File: src/rtl/bus_rr_arbiter.sv
// bus_rr_arbiter: round-robin N-master / M-slave shared bus with hold limit and decode error flag
module bus_rr_arbiter #(
    parameter int NUM_M    = 4,
    parameter int NUM_S    = 8,
    parameter int AW       = 8,
    parameter int DW       = 32,
    parameter int SLV_LSB  = 4,
    parameter int MAX_HOLD = 16
) (
    input  logic                clk,
    input  logic                reset_n,
    input  logic [NUM_M-1:0]    M_req,
    input  logic [NUM_M-1:0]    M_wr,
    input  logic [NUM_M*AW-1:0] M_address,
    input  logic [NUM_M*DW-1:0] M_dout,
    output logic [NUM_M-1:0]    M_grant,
    output logic [DW-1:0]       M_din,
    output logic [NUM_S-1:0]    S_sel,
    output logic [AW-1:0]       S_address,
    output logic                S_wr,
    output logic [DW-1:0]       S_din,
    input  logic [NUM_S*DW-1:0] S_dout,
    output logic                decode_err
);
    localparam int OW = $clog2(NUM_M);
    localparam int IW = NUM_S > 1 ? $clog2(NUM_S) : 1;
    localparam int HW = MAX_HOLD > 1 ? $clog2(MAX_HOLD) : 1;
    localparam logic [HW-1:0] HOLD_LAST = HW'(MAX_HOLD > 0 ? MAX_HOLD - 1 : 0);

    typedef enum logic {IDLE, OWNED} state_t;

    state_t            state, state_nx;
    logic [NUM_M-1:0]  grant_nx, others;
    logic [OW-1:0]     rr_ptr, rr_nx, owner, own_nx, start, pick_idx;
    logic [HW-1:0]     hold_cnt, hold_nx;
    logic [AW-1:0]     idx;
    logic [IW-1:0]     rd_idx;
    logic              pick_ok, rearb, act, in_range, rd_valid;

    // Owner index and slave-side mux of the granted master's fields (zero unless it is requesting)
    always_comb begin
        owner     = '0;
        S_address = '0;
        S_wr      = 1'b0;
        S_din     = '0;
        for (int i = 0; i < NUM_M; i++) begin
            if (M_grant[i]) begin
                owner = OW'(i);
                if (M_req[i]) begin
                    S_address = M_address[i*AW +: AW];
                    S_wr      = M_wr[i];
                    S_din     = M_dout[i*DW +: DW];
                end
            end
        end
    end

    assign act      = |(M_grant & M_req);
    assign idx      = S_address >> SLV_LSB;
    assign in_range = int'(idx) < NUM_S;
    assign S_sel    = (act && in_range) ? NUM_S'(1) << idx : '0;

    // The owner is never a candidate: released owners have no request, preempted ones must yield
    assign others = M_req & ~M_grant;
    assign own_nx = OW'((int'(owner) + 1) % NUM_M);
    assign start  = (state == IDLE) ? rr_ptr : own_nx;

    // Round-robin search: first requester at or after start, wrapping
    always_comb begin
        pick_ok  = 1'b0;
        pick_idx = '0;
        for (int k = NUM_M - 1; k >= 0; k--) begin
            if (others[(int'(start) + k) % NUM_M]) begin
                pick_ok  = 1'b1;
                pick_idx = OW'((int'(start) + k) % NUM_M);
            end
        end
    end

    // Next-state: re-arbitrate when idle, on release, or when the hold limit expires under contention
    always_comb begin
        state_nx = state;
        grant_nx = M_grant;
        rr_nx    = rr_ptr;
        hold_nx  = (hold_cnt == HOLD_LAST) ? hold_cnt : hold_cnt + 1'b1;
        rearb    = (state == IDLE) || !M_req[owner] ||
                   (MAX_HOLD > 0 && hold_cnt == HOLD_LAST && |others);
        if (rearb) begin
            hold_nx  = '0;
            state_nx = pick_ok ? OWNED : IDLE;
            grant_nx = pick_ok ? NUM_M'(1) << pick_idx : '0;
            rr_nx    = pick_ok ? OW'((int'(pick_idx) + 1) % NUM_M) : rr_ptr;
        end
    end

    // Arbitration state register
    always_ff @(posedge clk or negedge reset_n) begin
        if (!reset_n) begin
            state    <= IDLE;
            M_grant  <= '0;
            rr_ptr   <= '0;
            hold_cnt <= '0;
        end else begin
            state    <= state_nx;
            M_grant  <= grant_nx;
            rr_ptr   <= rr_nx;
            hold_cnt <= hold_nx;
        end
    end

    // Read-return pipeline stage and decode error pulse
    always_ff @(posedge clk or negedge reset_n) begin
        if (!reset_n) begin
            rd_valid   <= 1'b0;
            rd_idx     <= '0;
            decode_err <= 1'b0;
        end else begin
            rd_valid   <= act && in_range && !S_wr;
            rd_idx     <= idx[IW-1:0];
            decode_err <= act && !in_range;
        end
    end

    // Return the selected slave's data one cycle after its select, zero otherwise
    always_comb begin
        M_din = '0;
        for (int j = 0; j < NUM_S; j++) begin
            if (rd_valid && rd_idx == IW'(j)) M_din = S_dout[j*DW +: DW];
        end
    end
endmodule

File: config.mk
export PLATFORM = sky130hd
export DESIGN_NAME = bus_rr_arbiter
export DESIGN_NICKNAME = d
export VERILOG_FILES = /design/src/rtl/bus_rr_arbiter.sv
export SDC_FILE = /design/constraint.sdc
export NUM_CORES = 1
export LEC_CHECK = 0
export BUFFER_PORTS_ARGS = -buffer_cell sky130_fd_sc_hd__buf_2
export CAP_MARGIN = 30
export CORE_AREA = 10 10 192 194
export CTS_CLUSTER_SIZE = 40
export DETAILED_ROUTE_END_ITERATION = 6
export DIE_AREA = 0 0 202 204
export GPL_ROUTABILITY_DRIVEN = 0
export GPL_TIMING_DRIVEN = 0
export HOLD_SLACK_MARGIN = 0.03
export PLACE_DENSITY = 0.43
export SYNTH_ARGS = -nofsm -noshare
export SYNTH_HDL_FRONTEND = slang
export SYNTH_SLANG_ARGS = --single-unit
File: constraint.sdc
create_clock -name clk -period 5.4 [get_ports clk]
set_input_delay 0.81 -clock clk [delete_from_list [all_inputs] [get_ports clk]]
set_output_delay 0.81 -clock clk [all_outputs]
set_load 0.02 [all_outputs]
==> impl_metrics.toml <==
[clock_tree]
post-cts-setup-buffers = 0
htree_levels = 1
cts_buffer_depth = 2
clkTransAtPathRegs_ns = 0.06
root_buffer = "clkbuf_16"
cts_hold_buf = 0
cts_inserted_buffers = 3
cts_tree = "built"
post_cts_resized = 0
cts.sinks = 16
clk_latency_ns = 0.25

[synthesis]
synth_edf_count = 0
synth_flop_cell = "dfrtp_1"
yosys-top-cells-count = "105 x nor2_1, 67 x nand2_1, 56 x o21ai_0, 47 x a21oi_1, 40 x o22ai_1"
syn_area_per_cell_sq_um = 6.433
synth_warnings = 0
yosysTopAreaCell = "dfrtp_1"
ys_seq_elements = 16
synthTopCellsByArea = "dfrtp_1 9.9%, nor2_1 9.7%, mux2i_1 8.9%, a221oi_1 8.4%, o21ai_0 6.9%"
synth_seq_area_share_pct = 9.895
synth_cell_types = 52
synth-async-reset-ratio_pct = 100.0
synth_most_common_cell = "nor2_1"
syn_nets = 1056
synth_top_area_share_pct = 9.895
postSynthCellCount = 629
synth_area_sq_um = 4046

[routing]
drc = 0
vias = 7149
dr.pass1.iters = 5
drtIter0Drc = 378
via_per_inst = 4.488
ant_nets = 0
wl_per_cell_microns = 22.37
wl_mm = 35.64

[sta]
finalMaxSlewViolations = 0
rsz0062_at_grt = "no"
maxSlewHeadroom_pct = 39.85
worst_pin_slew_ns = 0.9022
setup_tns_ns = 0
finalSetupViolCount = 0
skew_ns = 0.005756
fin_crit_ns = 3.889
final_hold_viol_count = 0
period_share_pct = 72.01
fmax_ghz = 0.2572

[critical_path]
crit_buf_inv = 4
cp.arrival_ns = 3.08
crit_chain = "clkbuf_1 -> buf_2 -> nor2b_1 -> nand3_1 -> clkbuf_1 -> nor2_1 -> o21ai_0 -> buf_2"
critPathCaptureType = "primary output"
criticalPathCategory = "reg -> out"
crit_path_max_fanout = 10
critPathLaunchType = "register"
cp.required_ns = 4.59
max_stage_delay_ns = 0.61
cp_slowest_cell = "clkbuf_1"
critPathTopFamily = "buffers and inverters"

[die]
die_h_microns = 204
ios = 512
initial_core_util_pct = 12.22
die_w_microns = 202
core_area_sq_um = 33110
rows = 67
die_area_sq_um = 41210

[grt]
antenna_found_initial = 7
grt_pass1_vias = 7714
grt-ovfl-total = 0
grt_pass1_wl_mm = 50.40
grt_max_degree = 17
gr-usage-all-layers_pct = 15.92

[power]
cellLeakagePower_nw = 3.586
vdd_drop_max_uv = 162.9
powerDensity_nw_per_um2 = 369.5

[min_path]
hold_class = "in -> async"

[layout]
drive_gt1_share_pct = 49.78
fin_util_pct = 21.90
fin_nets = 1571
multiInputGateArea_sq_um = 3324
fillers = 3845
seq_area_sq_um = 400.4
area_growth_pct = 79.25

[placed_design]
numPortBuffers = 510
dpl.hpwl_mm = 31.47

[run]
drv_cap = 0

[run_status]
status = "complete, no violations"
[worst paths after layout]
| check | end | startpoint | cells after the start | slack (ns) |
|---|---|---|---|---|
| worst max-delay path | M_din[12] | rd_idx[0] | 8 | 1.51 |
| worst min-delay path | M_grant[1] | reset_n | 1 | 0.48 |
| worst max register to register | decode_err | M_grant[1] | 7 | 3.28 |
| worst min register to register | hold_cnt[3] | hold_cnt[3] | 1 | 0.52 |
| max in group asynchronous | rd_idx[0] | reset_n | 1 | 4.63 |
| min in group clk | hold_cnt[3] | hold_cnt[3] | 1 | 0.52 |
[metrics by stage]
step                      hold WS [ns]  worst slack (ns)  power, W  cells  instance area [sq um]
final                           0.4754             1.511  0.002680   1593                   7253
after detailed placement        0.5070             1.519  0.002543   1587                   7159
after floorplan                 0.4715             2.111  0.001616    629                   4046
after global placement          0.5035             1.571  0.002529   1587                   7159
after global routing            0.5047             1.082  0.002893   1593                   7253
after CTS                       0.4972             1.244  0.002717   1591                   7248
[cells in the final DEF, fill, tap and decap left out, types with 13 or more instances in the layout]
cell,instances
mux2i_1,36
o21ai_0,56
nor2_1,105
inv_1,13
a221oi_1,39
dfrtp_1,16
a211oi_1,20
clkbuf_1,36
nand2_1,67
buf_2,530
mux2_2,20
a21oi_1,47
o22ai_1,40
[layer usage]
metal	track usage (%)	up-vias	routed length (microns)
li1	-	3405	-
met3	4.771	38	3070
met4	4.779	4	901
met1	16.81	3282	13430
met5	0	-	27
met2	29.76	420	18210
[power breakdown]
group          internal (W)  total [W]  switching (W)
Sequential         0.000165   0.000205      0.0000398
Combinational      0.000842    0.00231        0.00147
Clock              0.000113   0.000168      0.0000554
[cells by family (layout without fill, tap and decap cells)]
family,count (synthesis),after routing,share of synthesized area (%)
other,0,2,0
xor gates and xnor gates,1,1,0.2165
buffers and inverters,77,591,7.947
DFF,16,16,9.895
muxes,56,56,14.47
AOI/OAI and AO/OA,252,252,41.87
and+or+nand+nor,226,226,25.29
adders and majority gates,1,1,0.3092
[final cells by class]
type | instances | area share, %
Clock buffer | 4 | 1.225
Inverter | 13 | 0.6728
Multi-Input combinational cell | 536 | 45.83
Buffer | 64 | 3.761
Tap cell | 448 | 7.728
Sequential cell | 16 | 5.520
Timing Repair Buffer | 510 | 35.19
Antenna cell | 2 | 0.06900
[flip-flops by register name, summed over array words and instances, names as in the netlist]
register / count
M_grant: 4
decode_err: 1
hold_cnt: 4
rd_idx: 3
rd_valid: 1
rr_ptr: 2
state: 1
(Power assumes the default switching activity.)
